[src/rtl/elbeth_regfile_sb.sv]
// =====================================================================
// elbeth_regfile_sb : GPR file with WB->ID bypass and pending-write scoreboard
// Rev 1.0
// =====================================================================
`default_nettype none

module elbeth_regfile_sb #(
   parameter int XLEN   = 32,
   parameter int ADDR_W = 5,
   parameter int BYPASS = 1
) (
   input  logic              clk,
   input  logic              rst_n,
   input  logic [ADDR_W-1:0] id_rs1_addr,
   input  logic [ADDR_W-1:0] id_rs2_addr,
   output logic [XLEN-1:0]   id_rs1_data,
   output logic [XLEN-1:0]   id_rs2_data,
   output logic              id_rs1_busy,
   output logic              id_rs2_busy,
   output logic              id_stall,
   input  logic [ADDR_W-1:0] id_rd_addr,
   input  logic              id_rd_reserve,
   input  logic [ADDR_W-1:0] wb_rd_addr,
   input  logic [XLEN-1:0]   wb_rd_data,
   input  logic              wb_w_enable,
   input  logic              flush,
   output logic [ADDR_W:0]   pending_cnt
);

   localparam int c_nregs = 2**ADDR_W;

   logic [XLEN-1:0]  r_regs [c_nregs];
   logic [c_nregs-1:0] r_busy;
   logic [ADDR_W:0]  r_pending;

   logic             w_wb_valid;
   logic             w_rsv_valid;
   logic             w_rs1_hit;
   logic             w_rs2_hit;
   logic             w_inc;
   logic             w_dec;
   logic [c_nregs-1:0] w_busy_next;

   assign w_wb_valid  = wb_w_enable && (wb_rd_addr != '0);
   assign w_rsv_valid = id_rd_reserve && (id_rd_addr != '0);

   // Entry 0 is only ever loaded by reset, so it stays zero.
   always_ff @(posedge clk or negedge rst_n) begin
      if (!rst_n) begin
         for (int i = 0; i < c_nregs; i++) begin
            r_regs[i] <= '0;
         end
      end else if (w_wb_valid) begin
         r_regs[wb_rd_addr] <= wb_rd_data;
      end
   end

   // Reserve is applied after writeback so the newer producer keeps the bit.
   always_comb begin
      w_busy_next = r_busy;
      if (w_wb_valid) begin
         w_busy_next[wb_rd_addr] = 1'b0;
      end
      if (w_rsv_valid) begin
         w_busy_next[id_rd_addr] = 1'b1;
      end
      if (flush) begin
         w_busy_next = '0;
      end
      w_busy_next[0] = 1'b0;
   end

   always_ff @(posedge clk or negedge rst_n) begin
      if (!rst_n) begin
         r_busy <= '0;
      end else begin
         r_busy <= w_busy_next;
      end
   end

   assign w_inc = w_rsv_valid && !r_busy[id_rd_addr];
   assign w_dec = w_wb_valid && r_busy[wb_rd_addr] &&
                  !(w_rsv_valid && (id_rd_addr == wb_rd_addr));

   always_ff @(posedge clk or negedge rst_n) begin
      if (!rst_n) begin
         r_pending <= '0;
      end else if (flush) begin
         r_pending <= '0;
      end else if (w_inc && !w_dec) begin
         r_pending <= r_pending + 1'b1;
      end else if (w_dec && !w_inc) begin
         r_pending <= r_pending - 1'b1;
      end
   end

   // Bypass is gated by reset so reads are zero while held in reset.
   assign w_rs1_hit = (BYPASS != 0) && rst_n && wb_w_enable && (wb_rd_addr == id_rs1_addr);
   assign w_rs2_hit = (BYPASS != 0) && rst_n && wb_w_enable && (wb_rd_addr == id_rs2_addr);

   assign id_rs1_data = (id_rs1_addr == '0) ? '0 :
                        w_rs1_hit ? wb_rd_data : r_regs[id_rs1_addr];
   assign id_rs2_data = (id_rs2_addr == '0) ? '0 :
                        w_rs2_hit ? wb_rd_data : r_regs[id_rs2_addr];

   assign id_rs1_busy = r_busy[id_rs1_addr] && (id_rs1_addr != '0) && !w_rs1_hit;
   assign id_rs2_busy = r_busy[id_rs2_addr] && (id_rs2_addr != '0) && !w_rs2_hit;
   assign id_stall    = id_rs1_busy || id_rs2_busy;
   assign pending_cnt = r_pending;

endmodule

`default_nettype wire

[config.mk]
export PLATFORM = sky130hd
export DESIGN_NAME = elbeth_regfile_sb
export DESIGN_NICKNAME = d
export VERILOG_FILES = /design/src/rtl/elbeth_regfile_sb.sv
export SDC_FILE = /design/constraint.sdc
export NUM_CORES = 2
export LEC_CHECK = 0
export ABC_AREA = 1
export CAP_MARGIN = 10
export CORE_ASPECT_RATIO = 1.5
export CORE_MARGIN = 1
export CORE_UTILIZATION = 54
export CTS_BUF_LIST = sky130_fd_sc_hd__clkbuf_16
export DETAILED_ROUTE_END_ITERATION = 8
export PLACE_DENSITY = 0.71
export REMOVE_ABC_BUFFERS = 1
export SETUP_SLACK_MARGIN = 0.3
export SYNTH_ARGS = -nofsm -noshare
export SYNTH_HDL_FRONTEND = slang
export SYNTH_SLANG_ARGS = --single-unit
[constraint.sdc]
create_clock -name clk -period 4 [get_ports clk]
set_clock_uncertainty 0.2 [all_clocks]
set_input_delay 1.2 -clock clk [delete_from_list [all_inputs] [get_ports clk]]
set_output_delay 1.2 -clock clk [all_outputs]
set_load 0.05 [all_outputs]
==> results_dict.tcl <==
set metrics [dict create \
    synth_seq_cells 1061 \
    clkTransAtPathRegs_ns 0.06 \
    grt_usage 0.470 \
    worstReg2RegStart "r_busy[14]" \
    place_inst 9523 \
    grt_pass1_vias 62753 \
    dieHeight_um 409 \
    ant_nets 0 \
    io_pins 130 \
    seq_area_frac_synth 0.445 \
    hold_viol 0 \
    violations "DRC, setup timing" \
    hold_depth 0 \
    grt_max_degree 158 \
    areaGrowthSynthToFinish_pct 29.3 \
    worstMarginPinSlew_ns 1.36 \
    post-route-period-util 1.18 \
    setup_viol 67 \
    cp_max_fo 8 \
    h-tree-depth 3 \
    fin_util 0.702 \
    gp_congestion 0.964 \
    hp-start "r_regs[1002]" \
    nets 8462 \
    r2r_cells 19 \
    worstSetupPathType "in -> out" \
    synth_top_flop_cell "dfrtp_1" \
    ys_warn_count 0 \
    cts_max_path_buffers 3 \
    max-vdd-ir-drop_mv 0.417 \
    max_clock_freq_ghz 0.213 \
    syn_area_um2 59600 \
    setup_ws_ns -0.704 \
    timing.max_cap.violations 0 \
    vias 66528 \
    initial_core_util 0.543 \
    cts_root_buf "clkbuf_16" \
    fill_cells 8323 \
    power_density_nw_per_um2 430 \
    max-slew-margin-rel 0.0924 \
    whs_endpoint "r_regs[1002]" \
    hold_path_class "reg -> reg" \
    instances_no_fill 9917 \
    ys_types 42 \
    dieArea_um2 112000 \
    hold-worst-slack_ns 0.178 \
    crit_path_end_kind "output port" \
    rsz0062_at_grt "yes" \
    globalRouteOverflowTotal 0 \
    rows 149 \
    tns_ns -25.69 \
    cp-start-kind "input port" \
    drt_iter0_markers 11484 \
    antenna_found_initial 10 \
    hpwl_mm 157 \
    numPortBuffers 129 \
    postCtsHoldBufs 0 \
    fin_crit_ns 4.70 \
    crit_arrival_ns 3.30 \
    worstSkewPairLatency_ns 0.75 \
    async_reset_ff_frac 1.00 \
    worstPathRequired_ns 2.60 \
    regToRegSetupSlack_ns 1.22 \
    power_w 0.0332 \
    synth_edf_count 0 \
    grt_pass1_wl_mm 392 \
    totalWireLength_mm 274 \
    drive_above_1_share 0.187 \
    drt-pass1-iter-count 9 \
    wl_per_cell_um 27.6 \
    post_drt_via_cell_ratio 6.71 \
    status "complete, but fails checks" \
    core_um2 110000 \
    cts_tree "yes" \
    cts_buffers 105 \
    clkSinkCount 1061 \
    fp.dieW_um 273 \
    syn_avg_cell_area_um2 7.40 \
    power.leakage_nw 34.2 \
    drc_errors 5 \
    slew_viol_final 0 \
    r2r_end "pending_cnt[5]" \
    synthCells 8064 \
]
==> placed cells by master, fill, tap and decap left out, types with 44 or more instances in the layout <==
| cell | synthesis | layout |
|---|---|---|
| nand3_1 | 600 | 503 |
| buf_4 | 9 | 457 |
| clkbuf_16 | 0 | 134 |
| o21ai_2 | 5 | 44 |
| buf_12 | 0 | 267 |
| o21ai_0 | 1408 | 1170 |
| nand2_1 | 1427 | 1394 |
| a21oi_1 | 962 | 818 |
| nor2_1 | 399 | 387 |
| dfrtp_1 | 1061 | 1061 |
| buf_16 | 0 | 69 |
| o2111ai_1 | 88 | 60 |
| o211ai_1 | 310 | 310 |
| inv_1 | 664 | 685 |
| clkdlybuf4s50_1 | 0 | 44 |
| nand3_2 | 0 | 91 |
| o21ai_1 | 167 | 364 |
| buf_6 | 4 | 89 |
| a21oi_2 | 1 | 130 |
==> power breakdown <==
group          switching [W]  total, W  internal (W)
registers            0.00134    0.0143        0.0130
logic                0.00568   0.00934       0.00366
clock network        0.00451   0.00951       0.00500
==> critical path, stage by stage <==
cell	delay, ns
buf_16	0.16
buf_16	0.20
buf_12	0.18
buf_6	0.12
buf_12	0.13
a21oi_2	0.13
o21ai_1	0.09
o21ai_1	0.09
o21ai_1	0.10
nand2_2	0.29
o2111ai_2	0.16
nand3_1	0.13
nand2_1	0.07
inv_2	0.09
buf_12	0.14
==> state kept, by name (all words and copies together) (netlist names) <==
register and cells:
r_regs 1024, r_busy 31, pending_cnt 6
==> worst max path at each step <==
stage | from | endpoint | cells past startpoint
6_report | id_rs1_addr[0] | id_rs1_data[23] | 15
5_1_grt | id_rs1_addr[0] | id_rs1_data[23] | 15
4_1_cts | id_rs2_addr[0] | id_rs2_data[30] | 13
3_5_place_dp | wb_rd_addr[0] | id_rs2_data[27] | 9
3_3_place_gp | wb_rd_addr[0] | id_rs2_data[23] | 11
2_1_floorplan | id_rs1_addr[0] | id_rs1_data[13] | 7
==> cell families (layout without fill, tap and decap cells) <==
| group | Yosys count | after routing | synth area share |
|---|---|---|---|
| buffers and inverters | 1479 | 1895 | 0.102 |
| xor gates and xnor gates | 7 | 7 | 0.00103 |
| AOI/OAI and AO/OA | 3006 | 3006 | 0.274 |
| other | 0 | 3 | 0 |
| DFF | 1061 | 1061 | 0.445 |
| and+or+nand+nor | 2506 | 2506 | 0.177 |
| adders and majority gates | 5 | 5 | 0.00117 |
==> what timing repair did <==
action,4_1_cts,5_1_grt
buffers inserted,82,43
cloned,52,27
pin swaps,198,190
endpoints found under the setup margin,70,68
gates resized for setup,692,323
==> per-layer routing <==
metal	global-route usage	vias to the layer above	share of wire
li1	-	28004	-
met1	0.559	31051	0.32
met2	0.683	5617	0.42
met3	0.164	1846	0.15
met4	0.387	10	0.11
met5	0	-	0.00027
==> synthesized netlist by cell type, types with 11 or more instances <==
cell type / instances / area, µm²
dfrtp_1: 1061 / 26600
clkinv_1: 11 / 41.3
inv_1: 664 / 2490
nand2_1: 1427 / 5360
buf_1: 63 / 236
nor3_1: 12 / 60.1
a211oi_1: 12 / 90.1
inv_2: 25 / 93.8
nand4_1: 16 / 100
nor2_4: 21 / 236
o21ai_0: 1408 / 7050
nor2_1: 399 / 1500
buf_2: 353 / 1770
a21oi_1: 962 / 4810
o2111ai_1: 88 / 771
nand3_1: 600 / 3000
o211ai_1: 310 / 2330
o21ai_1: 167 / 836
o31ai_1: 25 / 188
clkbuf_1: 346 / 1300
==> cell type report <==
class                      count  area (µm²)  share of cell area
sequential                  1061       26600               0.344
multi-input combinational   5524       29100               0.378
antenna                        3        7.51           0.0000973
timing repair inverter         1        16.3            0.000211
tap                         1434        1790              0.0233
inverter                     704        2750              0.0356
clock buffer                 107        2680              0.0347
timing repair buffer        1003       13800               0.178
clock inverter                80         439             0.00569
==> per-stage QoR <==
stage	setup WS, ns	area [µm²]
2_1_floorplan	-3.12	56200
3_3_place_gp	-0.896	67500
3_5_place_dp	-0.863	67500
4_1_cts	-0.417	75000
5_1_grt	-0.733	77100
6_report	-0.704	77100
Note: power is estimated with default switching activity, not from simulation.
